File: config.mk
export PLATFORM = sky130hd
export DESIGN_NAME = pc_unit
export DESIGN_NICKNAME = d
export VERILOG_FILES = /design/src/rtl/riscv_pkg.sv /design/src/rtl/ras_stack.sv /design/src/rtl/pc_unit.sv
export SDC_FILE = /design/constraint.sdc
export NUM_CORES = 1
export LEC_CHECK = 0
export CAP_MARGIN = 10
export CORE_MARGIN = 3
export CORE_UTILIZATION = 50
export DETAILED_ROUTE_END_ITERATION = 7
export GPL_ROUTABILITY_DRIVEN = 0
export PLACE_DENSITY = 0.78
export SLEW_MARGIN = 20
export SYNTH_ARGS = -nofsm -noshare
export SYNTH_HDL_FRONTEND = slang
export SYNTH_SLANG_ARGS = --single-unit
File: constraint.sdc
create_clock -name clk -period 6.03 [get_ports clk]
set_input_delay 0.9045 -clock clk [delete_from_list [all_inputs] [get_ports clk]]
set_output_delay 0.9045 -clock clk [all_outputs]
set_load 0.01 [all_outputs]
File: src/rtl/riscv_pkg.sv
// Shared definitions for the RISC-V front end: next-PC mode encodings,
// the sequential instruction increment and the instruction alignment mask.
package riscv_pkg;

   typedef enum logic [1:0] {
      PC_SRC_SEQ = 2'b00,   // outpc + 4
      PC_SRC_REL = 2'b01,   // outpc + imm
      PC_SRC_IND = 2'b10,   // (rs1 + imm) with bit 0 cleared
      PC_SRC_RET = 2'b11    // predicted return from the RAS
   } pc_src_e;

   // Byte distance between consecutive instructions.
   localparam int unsigned INSN_BYTES = 4;

   // Low PC bits that must be zero for a legal fetch target.
   localparam logic [1:0] IALIGN_MASK = 2'b11;

endpackage

File: src/rtl/ras_stack.sv
// Circular return-address stack. A push beyond capacity silently overwrites
// the oldest entry. top always shows entry[ptr], even when the stack is empty.
module ras_stack #(
   parameter int XLEN      = 32,
   parameter int RAS_DEPTH = 4
) (
   input  logic            clk,
   input  logic            rst_n,
   input  logic            push,
   input  logic            pop,
   input  logic [XLEN-1:0] wdata,
   output logic [XLEN-1:0] top,
   output logic            empty,
   output logic            full
);

   localparam int PW = $clog2(RAS_DEPTH);
   localparam int CW = $clog2(RAS_DEPTH + 1);

   logic [XLEN-1:0] entries_q [RAS_DEPTH];
   logic [XLEN-1:0] entries_d [RAS_DEPTH];
   logic [PW-1:0]   ptr_q, ptr_d;
   logic [CW-1:0]   count_q, count_d;
   logic [PW-1:0]   wptr;
   logic            do_push, do_pop, do_ovw;

   assign empty = (count_q == '0);
   assign full  = (count_q == CW'(RAS_DEPTH));
   assign top   = entries_q[ptr_q];
   assign wptr  = ptr_q + PW'(1);

   // Push+pop on a non-empty stack replaces the top in place.
   // On an empty stack the same request behaves as a plain push.
   assign do_push = push && (!pop || empty);
   assign do_pop  = pop && !push && !empty;
   assign do_ovw  = push && pop && !empty;

   // Next-state computation for pointer, occupancy and storage.
   always_comb begin
      entries_d = entries_q;
      ptr_d     = ptr_q;
      count_d   = count_q;
      if (do_push) begin
         entries_d[wptr] = wdata;
         ptr_d           = wptr;
         if (!full) count_d = count_q + CW'(1);
      end else if (do_pop) begin
         ptr_d   = ptr_q - PW'(1);
         count_d = count_q - CW'(1);
      end else if (do_ovw) begin
         entries_d[ptr_q] = wdata;
      end
   end

   // State registers; reset empties the stack and zeroes every entry.
   always_ff @(posedge clk or negedge rst_n) begin
      if (!rst_n) begin
         ptr_q   <= '0;
         count_q <= '0;
         for (int i = 0; i < RAS_DEPTH; i++) entries_q[i] <= '0;
      end else begin
         ptr_q     <= ptr_d;
         count_q   <= count_d;
         entries_q <= entries_d;
      end
   end

endmodule

File: src/rtl/pc_unit.sv
// Program-counter unit: next-PC selection, trap redirect, misaligned-target
// rejection and a return-address stack for call/return prediction.
module pc_unit
   import riscv_pkg::*;
#(
   parameter int              XLEN         = 32,
   parameter logic [XLEN-1:0] RESET_VECTOR = '0,
   parameter int              RAS_DEPTH    = 4
) (
   input  logic            clk,
   input  logic            asyncreset,
   input  logic            load,
   input  logic [1:0]      pc_src,
   input  logic [XLEN-1:0] imm,
   input  logic [XLEN-1:0] rs1,
   input  logic            trap_valid,
   input  logic [XLEN-1:0] trap_vector,
   input  logic            ras_push,
   input  logic            ras_pop,
   output logic [XLEN-1:0] outpc,
   output logic [XLEN-1:0] pc_plus4,
   output logic            misalign,
   output logic [XLEN-1:0] ras_top,
   output logic            ras_empty,
   output logic            ras_full
);

   logic [XLEN-1:0] pc_q, pc_d;
   logic            misalign_q, misalign_d;
   logic [XLEN-1:0] target;
   logic [XLEN-1:0] ind_sum;
   logic            target_bad;
   logic            accept;

   assign outpc    = pc_q;
   assign misalign = misalign_q;
   assign pc_plus4 = pc_q + XLEN'(INSN_BYTES);
   assign ind_sum  = rs1 + imm;

   // Candidate next PC for the selected mode; all sums wrap modulo 2^XLEN.
   always_comb begin
      target = pc_plus4;
      case (pc_src_e'(pc_src))
         PC_SRC_SEQ: target = pc_plus4;
         PC_SRC_REL: target = pc_q + imm;
         PC_SRC_IND: target = {ind_sum[XLEN-1:1], 1'b0};
         PC_SRC_RET: target = ras_empty ? pc_plus4 : ras_top;
         default:    target = pc_plus4;
      endcase
   end

   assign target_bad = |(target[1:0] & IALIGN_MASK);

   // A step is taken only with no trap, load high and an aligned target;
   // RAS updates ride on exactly that condition.
   assign accept = !trap_valid && load && !target_bad;

   // Priority: trap, then hold, then reject misaligned, then advance.
   always_comb begin
      pc_d       = pc_q;
      misalign_d = 1'b0;
      if (trap_valid) begin
         pc_d = trap_vector & ~XLEN'(IALIGN_MASK);
      end else if (!load) begin
         pc_d = pc_q;
      end else if (target_bad) begin
         misalign_d = 1'b1;
      end else begin
         pc_d = target;
      end
   end

   // PC and misalign pulse registers.
   always_ff @(posedge clk or negedge asyncreset) begin
      if (!asyncreset) begin
         pc_q       <= RESET_VECTOR;
         misalign_q <= 1'b0;
      end else begin
         pc_q       <= pc_d;
         misalign_q <= misalign_d;
      end
   end

   ras_stack #(
      .XLEN      (XLEN),
      .RAS_DEPTH (RAS_DEPTH)
   ) u_ras (
      .clk   (clk),
      .rst_n (asyncreset),
      .push  (ras_push && accept),
      .pop   (ras_pop && accept),
      .wdata (pc_plus4),
      .top   (ras_top),
      .empty (ras_empty),
      .full  (ras_full)
   );

endmodule

==> reports/qor.yml, run 1 <==
timing:
  hold_violations: 0
  period_needed_ns: 4.33
  slew_viol_final: 0
  finalSetupTns_ns: 0
  fmax_ghz: 0.231
  finalCritPeriodShare_pct: 71.7
  worst_pin_slew_ns: 1.06
  slew_headroom_pct: 29.2
  setup_violations: 0
  rsz0062_at_grt: "no"
  clock_skew_ns: 0.0119
worst_setup_path:
  critical_path_buf_inv_count: 2
  cp_num_cells: 7
  crit_required_ns: 5.13
  r2r_end: "u_ras.entries_q[126]"
  cpMostUsedCell: "nand3_1"
  path_delay_family: "simple AND/OR/NAND/NOR gates"
  reg2reg_slack_ns: 2.19
  endpoint: "pc_plus4[25]"
  cp.arrival_ns: 3.42
  path_class: "reg2out"
  path_cells: "and3_1 -> nand3_1 -> nor2_1 -> nand3_1 -> xor2_1 -> inv_1 -> clkdlybuf4s50_1"
  r2r_cells: 12
  regToRegStartpoint: "outpc[0]"
  worstPathMaxFanout: 8
  crit_path_start: "outpc[4]"
  end_kind: "primary output"
  crit_path_top_delay_cell: "xor2_1"
  max_stage_delay_ns: 0.62
  cp-start-kind: "flop"
floorplan:
  fp.dieW_microns: 162
  die_h_microns: 162
  initial_core_util_pct: 51.2
  rows: 56
  fp.dieArea_sq_mm: 0.0262
  core_area_sq_mm: 0.0237
  io_pins: 203
layout:
  multi_input_area_sq_mm: 0.00740
  drive_gt1_share_pct: 8.03
  finalNetCount: 1717
  area.sequential_sq_mm: 0.00416
  antenna_cells: 0
  areaGrowthSynthToFinish_pct: 22.9
  fillers: 2002
yosys:
  ys.flop_type: "dfrtp_1"
  yosysUniqueCellTypes: 71
  netlist_area_sq_mm: 0.0121
  synth.net_count: 1549
  synth_edf_count: 0
  synth.yosys.warnings: 0
  ys_ff_latch: 166
  syn_avg_cell_area_sq_um: 8.82
  async_reset_ff_share_pct: 100
  synth_cells: 1376
  ys_seq_area_share_pct: 34.2
clock_network:
  cts.sinks: 166
  cts_tree: "yes"
  ctsHoldBuffers: 0
  cts_root_buf: "clkbuf_16"
  cts_buffers: 17
  cts.path.max_buffers: 2
  clk_pin_slew_ns: 0.08
  ctsResizeCount: 0
  clock_latency_ns: 0.44
  cts_setup_buffers: 0
  htreeDepth: 4
power_and_ir_drop:
  fin_total_pwr_mw: 6.14
  ir_worst_vdd_uv: 293
  leakagePower_nw: 6.49
  power_density_mw_per_mm2: 411
placed_design:
  io_buffers: 200
  dp_hpwl_microns: 29100
grt:
  grtUsageTotal_pct: 29.3
  grt_overflow: 0
  grt_max_degree: 87
  grt_pass1_vias: 11300
  grt_pass1_wl_microns: 60800
  antenna_found_initial: 0
min_path:
  hold_class: "reg2reg"
routing:
  wl_per_cell_microns: 21.0
  avgViaCountPerCell: 6.27
  drt_iter0_markers: 1356
  vias: 11800
  routed_wl_microns: 39400
  drt_first_pass_iters: 6
  route.detailed.drc: 0
  drt.antenna.violating_nets: 0
job:
  cap_violations: 0
run_status:
  status: "completed"
[synth_stat cells, types with 5 or more instances]
cell        n  area (sq um)
o221ai_1    8          70.1
and4_1      7          61.3
and2_1      9          56.3
or3_1       8          50.1
a31oi_1    20           125
inv_1      50           188
nand2b_1   12          75.1
a21o_1     42           315
a211o_1     6          52.6
and3_1     25           156
dfrtp_1   166          4150
nand4_1    10          62.6
nor3_1     12          60.1
mux2_1      8          90.1
clkbuf_1   39           146
mux2_2      9           101
ha_1       66           826
buf_4      14           105
mux2i_1     6          60.1
mux4_2     38           856
xnor2_1    45           394
buf_2      18          90.1
xor2_1     37           324
a221oi_1    9          78.8
nor2_1    169           634
nand2_1   115           432
nand3_1    38           190
o21ai_0    73           365
o211ai_1   12          90.1
a21oi_1   213          1070
a22oi_1     5          37.5
[state kept, by name (all words and copies together), names as in the netlist]
register	count
misalign	1
u_ras.ptr_q	2
u_ras.count_q	3
u_ras.entries_q	128
outpc	32
[placed cells by master, fill, tap and decap left out, types with 17 or more instances in the layout]
master and count:
o21ai_0 73, nand2_1 115, nand3_1 38, and3_1 25, dfrtp_1 165, clkdlybuf4s50_1 198, mux4_2 38, a21oi_1 213
clkbuf_16 17, buf_4 25, xnor2_1 45, ha_1 66, a21o_1 42, xor2_1 37, nor2_1 169, a31oi_1 20
inv_1 50
[per-layer routing]
metal / up-vias / track usage [%] / part of all wire [%]
li1: 5345 / - / -
met1: 5634 / 40.0 / 41
met2: 686 / 46.8 / 46
met3: 94 / 6.32 / 11
met4: 0 / 9.97 / 3.0
met5: - / 0 / 0
[kinds of logic after synthesis]
group                    synth area share [%]
flip-flops                               34.2
AO/OA/AOI/OAI                            22.8
adder cells (fa/ha/maj)                  7.30
buffers and inverters                    4.83
XOR/XNOR                                 5.92
AND/OR/NAND/NOR                          15.8
multiplexers                             9.12
[per-stage QoR]
| stage | utilization, % | cells | hold slack, ns | instance area, sq um | worst slack [ns] |
|---|---|---|---|---|---|
| 2_1_floorplan | - | 1376 | 0.452 | 12100 | 2.66 |
| 3_3_place_gp | 60.5 | 1844 | 0.462 | 14300 | 1.62 |
| 3_5_place_dp | 60.5 | 1844 | 0.475 | 14300 | 1.53 |
| 4_1_cts | 63.0 | 1876 | 0.489 | 14900 | 1.78 |
| 5_1_grt | 63.0 | 1876 | 0.506 | 14900 | 1.55 |
| 6_report | 63.0 | 1876 | 0.489 | 14900 | 1.70 |
[worst min path at each step]
stage / startpoint / end / slack [ns] / cells after the start
floorplan: u_ras.entries_q[34] / u_ras.entries_q[34] / 0.45 / 1
global placement: u_ras.entries_q[34] / u_ras.entries_q[34] / 0.46 / 1
detailed placement: u_ras.entries_q[67] / u_ras.entries_q[67] / 0.48 / 1
CTS: u_ras.entries_q[35] / u_ras.entries_q[35] / 0.49 / 1
global route: u_ras.entries_q[35] / u_ras.entries_q[35] / 0.51 / 1
finish: u_ras.entries_q[67] / u_ras.entries_q[67] / 0.49 / 1
[report_power, final]
group	internal, mW	total, mW	switching [mW]
registers	1.56	1.89	0.330
logic	1.50	3.15	1.66
clock network	0.587	1.09	0.507
[final cells by class]
cell class	count	share of cell area, %
Inverter	52	1.31
Clock inverter	15	1.08
Multi-Input combinational cell	1082	49.6
Timing Repair Buffer	225	14.7
Sequential cell	166	27.9
Clock buffer	17	2.85
Tap cell	319	2.68
Note: power is estimated with default switching activity, not from simulation.
==> inputs of run 2 (changes only) <==
==> constraint.sdc (replaced) <==
create_clock -name clk -period 4.52 [get_ports clk]
set_input_delay 0.678 -clock clk [delete_from_list [all_inputs] [get_ports clk]]
set_output_delay 0.678 -clock clk [all_outputs]
set_load 0.01 [all_outputs]
==> reports/qor.yml, run 2 (synthesized netlist as in run 1, its figures left out) <==
timing:
  setup_violations: 0
  slew_headroom_pct: 30.3
  hold_violations: 0
  slew_viol_final: 0
  rsz0062_at_grt: "no"
  finalCritPeriodShare_pct: 88.7
  period_needed_ns: 4.01
  clock_skew_ns: 0.0153
  worst_pin_slew_ns: 1.04
  fmax_ghz: 0.249
  finalSetupTns_ns: 0
floorplan:
  fp.dieW_microns: 162
  rows: 56
  core_area_sq_mm: 0.0237
  die_h_microns: 162
  fp.dieArea_sq_mm: 0.0262
  io_pins: 203
  initial_core_util_pct: 51.2
layout:
  area.sequential_sq_mm: 0.00416
  fillers: 1976
  final_cell_mix: "a21oi_1 (213), clkdlybuf4s50_1 (198), nor2_1 (169), dfrtp_1 (165), nand2_1 (115)"
  areaGrowthSynthToFinish_pct: 24.0
  mostFrequentLayoutCell: "a21oi_1"
  top_register: "u_ras.entries_q"
  finalNetCount: 1730
  multi_input_area_sq_mm: 0.00740
  drive_gt1_share_pct: 8.79
  antenna_cells: 0
  largest_reg_flops: 128
clock_network:
  cts_tree: "yes"
  cts_buffers: 17
  clock_latency_ns: 0.43
  cts_root_buf: "clkbuf_16"
  clk_pin_slew_ns: 0.07
  cts.path.max_buffers: 2
  htreeDepth: 4
  ctsResizeCount: 0
  ctsHoldBuffers: 0
  cts.sinks: 166
  cts_setup_buffers: 0
worst_setup_path:
  path_delay_family: "simple AND/OR/NAND/NOR gates"
  crit_path_top_delay_cell: "clkdlybuf4s50_1"
  crit_path_start: "outpc[2]"
  cp-start-kind: "flop"
  worstPathMaxFanout: 8
  max_stage_delay_ns: 0.52
  path_class: "reg2out"
  critical_path_buf_inv_count: 2
  cp.arrival_ns: 3.33
  end_kind: "primary output"
  regToRegStartpoint: "outpc[0]"
  path_cells: "ha_1 -> and4_1 -> nand4_1 -> nor2_1 -> nand2_1 -> xor2_1 -> inv_1 -> clkdlybuf4s50_1"
  crit_required_ns: 3.84
placed_design:
  dp_hpwl_microns: 29300
  io_buffers: 200
routing:
  vias: 11800
  route.detailed.drc: 2
  drt_iter0_markers: 1508
  drt.antenna.violating_nets: 0
  wl_per_cell_microns: 21.3
  drt_first_pass_iters: 8
  routed_wl_microns: 40200
  avgViaCountPerCell: 6.26
run_status:
  status: "finished with violations"
  failed_checks: "DRC"
power_and_ir_drop:
  power_density_mw_per_mm2: 552
  ir_worst_vdd_uv: 357
  leakagePower_nw: 6.57
  fin_total_pwr_mw: 8.31
grt:
  grt_overflow: 0
  grt_pass1_wl_microns: 62300
  antenna_found_initial: 1
  grt_max_degree: 113
  grtUsageTotal_pct: 30.0
  grt_pass1_vias: 11600
job:
  cap_violations: 0
min_path:
  hold_class: "in2async"
==> run 2: power breakdown <==
part | switching (mW) | leakage [nW] | total (mW) | internal (mW)
Sequential | 0.453 | 2.04 | 2.54 | 2.08
Clock | 0.697 | 0.296 | 1.49 | 0.797
Combinational | 2.26 | 4.24 | 4.28 | 2.02
Total | 3.41 | 6.57 | 8.31 | 4.90
==> run 2: final cells by class <==
cell class | instances | share of cell area [%]
timing repair buffer | 238 | 15.3
multi-input combinational | 1082 | 49.2
inverter | 52 | 1.30
sequential | 166 | 27.6
clock inverter | 15 | 1.18
clock buffer | 17 | 2.83
tap | 319 | 2.65
==> run 2: per-stage QoR <==
| step | instance area (sq um) | cells | worst slack [ns] | hold WS, ns | utilization (%) |
|---|---|---|---|---|---|
| final | 15000 | 1889 | 0.509 | 0.368 | 63.5 |
| after global placement | 14400 | 1857 | 0.478 | 0.463 | 61.0 |
| after detailed placement | 14400 | 1857 | 0.446 | 0.476 | 61.0 |
| after global routing | 15000 | 1889 | 0.358 | 0.441 | 63.5 |
| after CTS | 15000 | 1889 | 0.584 | 0.450 | 63.5 |
| after floorplan | 12100 | 1376 | 1.38 | 0.382 | - |
==> run 2: path summary, 6_finish.rpt <==
path | endpoint | slack, ns | cells past startpoint
max | pc_plus4[20] | 0.51 | 8
min reg2reg | u_ras.entries_q[34] | 0.49 | 1
max reg2reg | outpc[29] | 0.90 | 12
max in group asynchronous | u_ras.entries_q[5] | 3.32 | 2
min | u_ras.entries_q[92] | 0.37 | 1
min in group clk | u_ras.entries_q[34] | 0.49 | 1
==> run 2: per-layer routing <==
metal	share of wire, %	global-route usage, %
met1	40	39.6
met2	46	48.3
met3	11	6.81
met4	3.4	11.6
met5	0.032	0
==> run 2: worst register-to-register path: stages, from the launching register on <==
cell,delay (ns)
dfrtp_1,0.61
ha_1,0.29
inv_1,0.07
fa_1,0.44
nand2b_1,0.09
a21oi_1,0.14
o211ai_4,0.26
buf_4,0.41
nand2b_4,0.42
nor2_1,0.17
nand4_1,0.12
o21ai_0,0.13
or3_1,0.36
